File: src/rtl/mem_req_arbiter.sv
// mem_req_arbiter: merges icache and dcache line requests onto the single
// main-memory request port, tracks which cache owns each outstanding read in an
// in-order ID FIFO, and steers each memory response back to its cache.
// dcache has default priority; icache takes priority after STARVE_LIMIT
// consecutive losses.
module mem_req_arbiter #(
  parameter  int LINE_SIZE    = 4,
  parameter  int ACTIVE_REQS  = 4,
  parameter  int STARVE_LIMIT = 8,
  localparam int LINE_W       = LINE_SIZE * 32,
  localparam int CNT_W        = $clog2(ACTIVE_REQS + 1)
) (
  input  logic              clk,
  input  logic              rst,
  // icache request
  input  logic              ic_req_valid,
  input  logic [31:0]       ic_req_addr,
  output logic              ic_req_ready,
  // dcache request
  input  logic              dc_req_valid,
  input  logic [31:0]       dc_req_addr,
  input  logic [LINE_W-1:0] dc_req_data,
  input  logic              dc_req_store,
  input  logic              dc_req_wb,
  output logic              dc_req_ready,
  // main-memory request
  output logic              mem_req_valid,
  output logic [31:0]       mem_req_addr,
  output logic [LINE_W-1:0] mem_req_data,
  output logic              mem_req_store,
  output logic              mem_req_wb,
  input  logic              mem_req_ready,
  // main-memory response (in issue order, no backpressure)
  input  logic              mem_resp_valid,
  input  logic [31:0]       mem_resp_addr,
  input  logic [LINE_W-1:0] mem_resp_data,
  // responses back to the caches
  output logic              ic_resp_valid,
  output logic [31:0]       ic_resp_addr,
  output logic [LINE_W-1:0] ic_resp_data,
  output logic              dc_resp_valid,
  output logic [31:0]       dc_resp_addr,
  output logic [LINE_W-1:0] dc_resp_data,
  // status
  output logic [CNT_W-1:0]  outstanding,
  output logic              err
);

  localparam int               PTR_W    = (ACTIVE_REQS > 1) ? $clog2(ACTIVE_REQS) : 1;
  localparam logic [CNT_W-1:0] MAX_OUT  = CNT_W'(ACTIVE_REQS);
  localparam logic [PTR_W-1:0] LAST_PTR = PTR_W'(ACTIVE_REQS - 1);
  localparam logic [7:0]       LIMIT    = 8'(STARVE_LIMIT);

  // Requester IDs stored in the FIFO.
  localparam logic ID_IC = 1'b0;
  localparam logic ID_DC = 1'b1;

  logic                   can_load;
  logic                   resp_pop;
  logic                   read_ok;
  logic                   ic_ok;
  logic                   dc_ok;
  logic                   ic_pri;
  logic                   ic_grant;
  logic                   dc_grant;
  logic                   push;
  logic                   head_id;
  logic [7:0]             starve_cnt;
  logic [PTR_W-1:0]       wr_ptr;
  logic [PTR_W-1:0]       rd_ptr;
  logic [ACTIVE_REQS-1:0] id_mem;

  // The output register can take a new request when empty or draining this cycle.
  assign can_load = !mem_req_valid || mem_req_ready;
  // A response only retires something when the FIFO holds an owner for it.
  assign resp_pop = mem_resp_valid && (outstanding != '0);
  // A read may issue below the limit, or at the limit when a slot frees this cycle.
  assign read_ok  = (outstanding < MAX_OUT) || resp_pop;
  assign ic_ok    = ic_req_valid && read_ok;
  // Writebacks never get a response, so they bypass the read limit.
  assign dc_ok    = dc_req_valid && (dc_req_wb || read_ok);
  assign ic_pri   = (starve_cnt == LIMIT);
  assign push     = ic_grant || (dc_grant && !dc_req_wb);
  assign head_id  = id_mem[rd_ptr];

  assign ic_req_ready = ic_grant;
  assign dc_req_ready = dc_grant;

  // Single-winner grant; an ineligible requester never blocks the other.
  always_comb begin
    // NOTE: every signal assigned here gets a default first so no path leaves it
    // unassigned, which would otherwise infer a latch.
    ic_grant = 1'b0;
    dc_grant = 1'b0;
    if (can_load && !rst) begin
      if (ic_pri && ic_ok) ic_grant = 1'b1;
      else if (dc_ok)      dc_grant = 1'b1;
      else if (ic_ok)      ic_grant = 1'b1;
    end
  end

  // Output request register: load the winner, drop valid once memory takes it.
  always_ff @(posedge clk or posedge rst) begin
    // NOTE: state in clocked blocks uses non-blocking assignments so every register
    // samples the pre-edge values regardless of statement order.
    if (rst) begin
      mem_req_valid <= 1'b0;
      mem_req_addr  <= '0;
      mem_req_data  <= '0;
      mem_req_store <= 1'b0;
      mem_req_wb    <= 1'b0;
    end else if (ic_grant) begin
      mem_req_valid <= 1'b1;
      mem_req_addr  <= ic_req_addr;
      mem_req_data  <= '0;
      mem_req_store <= 1'b0;
      mem_req_wb    <= 1'b0;
    end else if (dc_grant) begin
      mem_req_valid <= 1'b1;
      mem_req_addr  <= dc_req_addr;
      mem_req_data  <= dc_req_data;
      mem_req_store <= dc_req_store;
      mem_req_wb    <= dc_req_wb;
    end else if (mem_req_ready) begin
      mem_req_valid <= 1'b0;
    end
  end

  // Starvation counter: counts icache losses to dcache, saturating at the limit.
  always_ff @(posedge clk or posedge rst) begin
    if (rst) begin
      starve_cnt <= '0;
    end else if (ic_grant) begin
      starve_cnt <= '0;
    end else if (ic_req_valid && dc_grant && (starve_cnt != LIMIT)) begin
      starve_cnt <= starve_cnt + 8'd1;
    end
  end

  // ID FIFO pointers and occupancy (occupancy is the outstanding read count).
  always_ff @(posedge clk or posedge rst) begin
    if (rst) begin
      wr_ptr      <= '0;
      rd_ptr      <= '0;
      outstanding <= '0;
    end else begin
      if (push)     wr_ptr <= (wr_ptr == LAST_PTR) ? '0 : wr_ptr + PTR_W'(1);
      if (resp_pop) rd_ptr <= (rd_ptr == LAST_PTR) ? '0 : rd_ptr + PTR_W'(1);
      case ({push, resp_pop})
        2'b10:   outstanding <= outstanding + CNT_W'(1);
        2'b01:   outstanding <= outstanding - CNT_W'(1);
        default: outstanding <= outstanding;
      endcase
    end
  end

  // ID FIFO storage: written on each read grant.
  always_ff @(posedge clk) begin
    // NOTE: the storage array has no reset; an entry is only read after it has been
    // written, and the pointers/occupancy (which are reset) define which entries are live.
    if (push) id_mem[wr_ptr] <= dc_grant ? ID_DC : ID_IC;
  end

  // Response routing: one-cycle pulse to the owner at the FIFO head; sticky error on orphans.
  always_ff @(posedge clk or posedge rst) begin
    if (rst) begin
      ic_resp_valid <= 1'b0;
      ic_resp_addr  <= '0;
      ic_resp_data  <= '0;
      dc_resp_valid <= 1'b0;
      dc_resp_addr  <= '0;
      dc_resp_data  <= '0;
      err           <= 1'b0;
    end else begin
      ic_resp_valid <= resp_pop && (head_id == ID_IC);
      dc_resp_valid <= resp_pop && (head_id == ID_DC);
      if (resp_pop && (head_id == ID_IC)) begin
        ic_resp_addr <= mem_resp_addr;
        ic_resp_data <= mem_resp_data;
      end
      if (resp_pop && (head_id == ID_DC)) begin
        dc_resp_addr <= mem_resp_addr;
        dc_resp_data <= mem_resp_data;
      end
      if (mem_resp_valid && (outstanding == '0)) err <= 1'b1;
    end
  end

endmodule
File: config.mk
export PLATFORM = sky130hd
export DESIGN_NAME = mem_req_arbiter
export DESIGN_NICKNAME = d
export VERILOG_FILES = /design/src/rtl/mem_req_arbiter.sv
export SDC_FILE = /design/constraint.sdc
export NUM_CORES = 1
export LEC_CHECK = 0
export ABC_AREA = 1
export CAP_MARGIN = 20
export CORE_AREA = 2 2 332 334
export DETAILED_ROUTE_END_ITERATION = 16
export DIE_AREA = 0 0 334 336
export DONT_BUFFER_PORTS = 1
export GPL_ROUTABILITY_DRIVEN = 0
export SLEW_MARGIN = 20
export SYNTH_ARGS = -nofsm -noshare
export SYNTH_HDL_FRONTEND = slang
export SYNTH_SLANG_ARGS = --single-unit
File: constraint.sdc
create_clock -name clk -period 21 [get_ports clk]
set_clock_uncertainty 0.05 [all_clocks]
set_input_delay 2.1 -clock clk [delete_from_list [all_inputs] [get_ports clk]]
set_output_delay 2.1 -clock clk [all_outputs]
set_load 0.005 [all_outputs]
Word-level counts from Yosys, hierarchy flattened
Cells that the tools add are included.
{"block": "word_totals", "reg_bits": 505, "in_bits": 360, "output_inout_bits": 491}
{"block": "classes", "add_sub_neg": 5, "order_cmp": 4, "eq_ne": 6, "n_mux": 29, "bitwise": 1, "n_reduce_logical": 25}
{"operator": "128-bit 2-to-1 mux", "count": 2}
{"operator": "32-bit 2-to-1 mux", "count": 2}
{"operator": "1-bit 2-to-1 mux", "count": 17}
{"operator": "8-bit 2-to-1 mux", "count": 2}
{"operator": "1-bit logical AND", "count": 12}
{"operator": "8-bit by 1-bit adder with 8-bit output, second input constant", "count": 1}
{"operator": "8-bit by 4-bit == test with 1-bit output, second input constant", "count": 1}
{"operator": "8-bit by 4-bit != test with 1-bit output, second input constant", "count": 1}
{"operator": "2-bit == test, second input constant", "count": 3}
{"operator": "2-bit by 3-bit less-than comparator with 1-bit output, second input constant", "count": 2}
{"operator": "3-bit case mux with 2 select lines", "count": 1}
{"operator": "2-bit nonzero test", "count": 3}
{"operator": "3-bit nonzero test", "count": 2}
{"operator": "2-bit by 1-bit adder with 2-bit output, second input constant", "count": 2}
{"operator": "4-bit bitwise mux", "count": 1}
{"operator": "1-bit logical OR", "count": 4}
{"operator": "2-bit 2-to-1 mux", "count": 2}
{"operator": "3-bit by 1-bit adder with 3-bit output, second input constant", "count": 1}
{"operator": "1-bit logical NOT", "count": 3}
{"operator": "3-bit logical NOT", "count": 1}
{"operator": "3-bit less-than comparator, second input constant", "count": 1}
{"operator": "3-bit by 1-bit subtractor with 3-bit output, second input constant", "count": 1}
{"operator": "1-bit binary-select mux with 2-bit select", "count": 1}
{"operator": "1-bit demux with 2-bit select", "count": 1}
{"operator": "other kinds (3)", "count": 3}

Logic depth before layout (Yosys ltp)
Gate-level depths: netlist (run 1).
{"block": "logic_depth", "word_depth": 12, "depth_mapped": 14}

Worst setup path after synthesis (run 1)
Ideal clock, no wire load.
{"block": "synth_timing", "path_kind": "input-to-output", "start": "input port rst", "end": "output port dc_req_ready", "arrival_time_ps": 14068, "setup_slack_ps": 4782, "stages": 6, "cell_sequence": "inv_1 nand3_1 nor2_2 nand2_4 inv_2 buf_2"}
{"block": "synth_via", "elab_chain_len": 3}
{"item": "from (decl)", "line": "14", "rtl": "input logic rst,"}
{"item": "1-bit logical NOT (no line)"}
{"item": "1-bit logical AND", "line": "95", "rtl": "if (can_load && !rst) begin"}
{"item": "1-bit 2-to-1 mux", "line": "95"}
{"item": "to (decl)", "line": "25", "rtl": "output logic dc_req_ready,"}
Every way passes these cells.

Worst setup path after layout (run 1)
Ends and elaborated chain as after synthesis.

==> results.cfg, run 1 <==
[sta]
rsz0062_at_grt = false
worst_pin_slew_ns = 1.08
slew_headroom = 0.281
layout_min_cycle_time_ns = 6.21
tns_ns = 0
finalWorstSetupSlack_ns = 14.79
min_period_over_period = 0.296
drv_slew = 0
hold_viol_final = 0
setup_viol = 0
max_freq_mhz = 161

[outcome]
status = finished clean

[cts]
cts.sinks = 505
cts_buffer_depth = 3
post_cts_resized = 0
postCtsSetupBuffers = 0
htreeDepth = 2
cts_hold_buf = 0
clkLatencyLatePin_ns = 0.62
root_buffer = clkbuf_16
cts_buffers = 56
clk_pin_slew_ns = 0.07
cts_tree = done

[floorplan]
fp.dieW_um = 334
die-area_um2 = 112000
num_rows = 121
die_h_um = 336
initial_core_util = 0.181
core_area_um2 = 108000
io_pins = 851

[drt]
vias = 14623
drt-initial-drc-count = 984
viasPerCell = 4.16
ant_nets = 0
finalWirelength_um = 90800
dr.pass1.iters = 5
drc_errors = 0
routedWlPerCell_um = 25.9

[flow_run]
maxCapViolCount = 0

[worst_setup_path]
path_cells = inv_8, nand3_1, nor2_2, nand2_8, inv_6
r2r_slack_ns = 16.81
cp-start-kind = input port
cp_top_family = buffers and inverters
worstPathArrival_ns = 4.06
timing.rr.end = dc_resp_data[89]
r2r-start = outstanding[0]
crit_type = input port to output pin
setup.worst_path.start = rst
worstPathMaxFanout = 105
ff2ff_path_depth = 7
crit_buf_inv = 2
cp.required_ns = 18.85
crit_slowest_cell = inv_6
slowest_delay_ns = 0.55
end_kind = output pin

[placed_design]
hpwl_um = 72900
port_buffers = 0
dp_worst_setup_slack_ns = 14.68
placed_cells = 3392

[power_and_ir_drop]
p_comb_frac = 0.179
p_leak_nw = 11.3
pwr-share-clk = 0.305
powerDensity_nw_per_um2 = 152
netSwitchingFraction = 0.368
p_total_w = 0.00351
p_seq_frac = 0.516
p_int_w = 0.00222
vdd_drop_max_uv = 61.5
switching_power_w = 0.00129

[hold_path]
hold_path_class = flop to flop
hold_end = err
hold_start = err
whs_path_depth = 1

[yosys]
synth_flop_cell = dfrtp_1
synth_seq_cells = 505
synth.avg_cell_area_um2 = 9.41
ys_seq_area_frac = 0.644
synth_async_sr_flop_share = 0.992
synth_top_area_cell = dfrtp_1
synth_top_area_share = 0.637
yosys_warnings = 0
synth.top_cells.by_count = 645 x nand2_1, 501 x dfrtp_1, 297 x o21ai_0, 250 x nand3_1, 190 x inv_1
synth_edf_count = 4
syn_inst = 2089
yosysMostFrequentCell = nand2_1
synthesis.nets = 2458
synth_cell_type_count = 25
syn_area_um2 = 19700
synth_area_leaders = dfrtp_1 64%, nand2_1 12%, o21ai_0 7.6%, nand3_1 6.4%, inv_1 3.6%

[global_routing]
grt_max_degree = 133
grt_overflow = 0
antenna_found_initial = 60
grt_pass1_vias = 13938
grt_pass1_wl_um = 121000
grt_usage = 0.155

[final_layout]
final_core_util = 0.213
drive_above_1_share = 0.0639
area_delta_synth_final_pct = 17.3
final_nets = 2406
finalNonFillerCells = 3513
## registers in the layout, summed over array words and instances, names as in the netlist, 2 cells and up
register      count
outstanding       3
starve_cnt        8
mem_req_addr     32
rd_ptr            2
dc_resp_data    128
ic_resp_addr     32
id_mem            4
ic_resp_data    128
wr_ptr            2
dc_resp_addr     32
mem_req_data    128
## area by class of cell
class / instances / area [um2]
clock inverter: 30 / 369
tap: 1414 / 1770
fill: 11913 / 85300
multi-input combinational: 1262 / 5680
sequential: 505 / 12700
antenna: 16 / 40.0
timing repair buffer: 19 / 163
inverter: 193 / 737
clock buffer: 74 / 1650
## cell families (layout without fill, tap and decap cells)
logic type | after synthesis | in the layout | synth area share
AND/OR/NAND/NOR | 917 | 917 | 0.192
flip-flops | 505 | 505 | 0.644
AO/OA/AOI/OAI | 329 | 329 | 0.0847
buffers and inverters | 322 | 316 | 0.0707
adder cells (fa/ha/maj) | 9 | 9 | 0.00611
XOR/XNOR | 7 | 7 | 0.00312
other | 0 | 16 | 0
## cells in the final DEF (no fill, tap or decap), types with 3 or more instances in the layout
| cell type | count |
|---|---|
| o21ai_0 | 297 |
| diode_2 | 16 |
| inv_6 | 3 |
| xor2_1 | 6 |
| clkbuf_8 | 14 |
| clkinv_4 | 4 |
| ha_1 | 8 |
| nor2_1 | 17 |
| nand3_1 | 250 |
| o21ai_1 | 28 |
| inv_1 | 189 |
| bufinv_16 | 7 |
| nand2_8 | 3 |
| clkbuf_16 | 58 |
| dfrtp_1 | 501 |
| clkinv_2 | 12 |
| edfxtp_1 | 4 |
| buf_4 | 18 |
| nand2_1 | 644 |
## worst register-to-register path: stages, from the launching register on
cell	delay, ns
dfrtp_1	0.44
nor2_1	0.25
a21oi_4	0.16
nand2_4	0.36
buf_4	0.76
buf_4	0.88
buf_4	0.84
o21ai_0	0.28
## stage by stage
step	instance area [um2]	hold slack, ns
floorplan	19700	0.416
global placement	21000	0.438
detailed placement	21000	0.442
CTS	23000	0.457
global route	23000	0.478
finish	23100	0.450
## metal layers
layer,up-vias,part of all wire,global-route usage
li1,6600,-,-
met5,-,0.0045,0
met1,7056,0.34,0.159
met4,62,0.021,0.0425
met3,166,0.14,0.0935
met2,739,0.49,0.266
## power groups by stage
| stage | clock network (W) | registers (W) | logic, W |
|---|---|---|---|
| 6_report | 0.00107 | 0.00181 | 0.000630 |
| 5_1_grt | 0.00113 | 0.00186 | 0.000752 |
| 4_1_cts | 0.00110 | 0.00183 | 0.000642 |
| 3_5_place_dp | 0 | 0.00184 | 0.000641 |
| 3_3_place_gp | 0 | 0.00184 | 0.000605 |
| 2_1_floorplan | 0 | 0.00161 | 0.000526 |
## how the worst max path moves through the flow
stage / end / slack (ns) / depth (start not counted)
4_1_cts: dc_req_ready / 14.68 / 5
5_1_grt: dc_req_ready / 14.54 / 5
2_1_floorplan: dc_req_ready / 4.78 / 6
3_3_place_gp: dc_req_ready / 14.67 / 5
3_5_place_dp: dc_req_ready / 14.68 / 5
6_report: dc_req_ready / 14.79 / 5
Note: power is estimated with default switching activity, not from simulation.
==> run 2, diff against run 1 <==
==> constraint.sdc (replaced) <==
create_clock -name clk -period 6.2 [get_ports clk]
set_clock_uncertainty 0.05 [all_clocks]
set_input_delay 0.62 -clock clk [delete_from_list [all_inputs] [get_ports clk]]
set_output_delay 0.62 -clock clk [all_outputs]
set_load 0.005 [all_outputs]
==> results.cfg, run 2 (synthesis results as in run 1) <==
[sta]
worst_pin_slew_ns = 1.12
rsz0062_at_grt = false
min_period_over_period = 0.623
hold_viol_final = 0
drv_slew = 0
slew_headroom = 0.255
max_freq_mhz = 259
layout_min_cycle_time_ns = 3.86
setup_viol = 0

[power_and_ir_drop]
p_comb_frac = 0.183
vdd_drop_max_uv = 249
p_seq_frac = 0.525
p_int_w = 0.00741
pwr-share-clk = 0.293
switching_power_w = 0.00445
p_leak_nw = 11.2
powerDensity_nw_per_um2 = 515
netSwitchingFraction = 0.375

[drt]
drc_errors = 0
viasPerCell = 4.18
vias = 14679
finalWirelength_um = 89400
drt-initial-drc-count = 1085
routedWlPerCell_um = 25.4
dr.pass1.iters = 5
ant_nets = 0

[final_layout]
fillCellCount = 11899
drive_above_1_share = 0.0575
final_core_util = 0.212
final_cell_mix = 644 x nand2_1, 501 x dfrtp_1, 297 x o21ai_0, 249 x nand3_1, 188 x inv_1
final_area_um2 = 23000
area_delta_synth_final_pct = 17.1
final_nets = 2409
reg_top3 = dc_resp_data (128), ic_resp_data (128), mem_req_data (128)
final_common_cell = nand2_1

[global_routing]
grt_pass1_wl_um = 120000
grt_usage = 0.152
antenna_found_initial = 34
grt_overflow = 0
grt_max_degree = 215
grt_pass1_vias = 14051

[worst_setup_path]
timing.rr.end = outstanding[1]
r2r_slack_ns = 2.59
worstPathArrival_ns = 3.19
cp.required_ns = 5.53
worstPathMaxFanout = 87
cp-start-kind = input port
ff2ff_path_depth = 11
end_kind = output pin
crit_type = input port to output pin
r2r-start = starve_cnt[0]

[hold_path]
hold_end = mem_req_data[62]
hold_start = dc_req_data[62]
whs_path_depth = 2
hold_path_class = input port to flop

[cts]
clk_pin_slew_ns = 0.06
root_buffer = clkbuf_16
cts_tree = done
htreeDepth = 2
cts_buffer_depth = 3
cts.sinks = 505
clkLatencyLatePin_ns = 0.61
postCtsSetupBuffers = 0
cts_buffers = 57

[placed_design]
dpl_cell_area_um2 = 21000
hpwl_um = 71700
port_buffers = 0

[flow_run]
maxCapViolCount = 0

[outcome]
status = finished clean

[floorplan]
die_h_um = 336
fp.dieW_um = 334
initial_core_util = 0.181
io_pins = 851
die-area_um2 = 112000
num_rows = 121
core_area_um2 = 108000
[run 2: changes by cell type in the layout (fill, tap and decap cells not counted), moves of 4 or more]
cell,change
buf_12,+4
clkbuf_1,+10
clkinv_2,-5
dlygate4sd3_1,+9
clkinvlp_4,+5
buf_4,-10
[run 2: worst max path at each step]
stage | from | endpoint | slack, ns | cells past startpoint
2_1_floorplan | rst | outstanding[2] | -3.83 | 12
6_report | rst | ic_req_ready | 2.34 | 6
3_5_place_dp | rst | outstanding[1] | 2.40 | 10
3_3_place_gp | rst | outstanding[1] | 2.44 | 10
4_1_cts | rst | ic_req_ready | 2.34 | 6
5_1_grt | rst | ic_req_ready | 2.17 | 6
[run 2: timing repair]
item,in CTS,in global routing
endpoints found under the setup margin,0,0
endpoints found under the hold margin,19,0
resized for setup,0,0
hold buffers,9,0
[run 2: layout make-up]
| cell class | instances | area [um2] | area share |
|---|---|---|---|
| Sequential cell | 505 | 12700 | 0.550 |
| Multi-Input combinational cell | 1262 | 5680 | 0.247 |
| Tap cell | 1414 | 1770 | 0.0768 |
| Clock buffer | 82 | 1670 | 0.0726 |
| Inverter | 193 | 733 | 0.0318 |
| Clock inverter | 23 | 253 | 0.0110 |
| Timing Repair Buffer | 21 | 230 | 0.0100 |
| Antenna cell | 15 | 37.5 | 0.00163 |
[run 2: metrics by stage]
step,hold WS (ns),std cells,TNS [ns],worst slack [ns],total power (W)
floorplan,0.416,2089,-1219.41,-3.83,0.00725
global placement,0.430,3386,0,2.44,0.00841
detailed placement,0.438,3386,0,2.40,0.00852
CTS,0.000222,3500,0,2.34,0.0121
global route,0.0173,3504,0,2.17,0.0127
finish,0.0662,3515,0,2.34,0.0119
[run 2: power by group through the flow]
stage                     registers, W  logic, W  clock network (W)
after floorplan                0.00547   0.00178                  0
after global placement         0.00632   0.00209                  0
after detailed placement       0.00632   0.00219                  0
after CTS                      0.00628   0.00220            0.00357
after global routing           0.00638   0.00258            0.00369
final                          0.00622   0.00217            0.00347
[run 2: routing by layer]
metal | vias up | share of wire | track usage
met5 | - | 0.0022 | 0
met4 | 30 | 0.022 | 0.0334
met3 | 138 | 0.11 | 0.0671
met2 | 765 | 0.49 | 0.260
met1 | 7153 | 0.37 | 0.175
li1 | 6593 | - | -
[run 2: critical path, cell delays in order]
cell,delay (ns)
dlygate4sd3_1,0.57
clkinvlp_4,0.28
nand2_1,0.16
nor2_4,0.75
nand2_8,0.57
inv_2,0.17
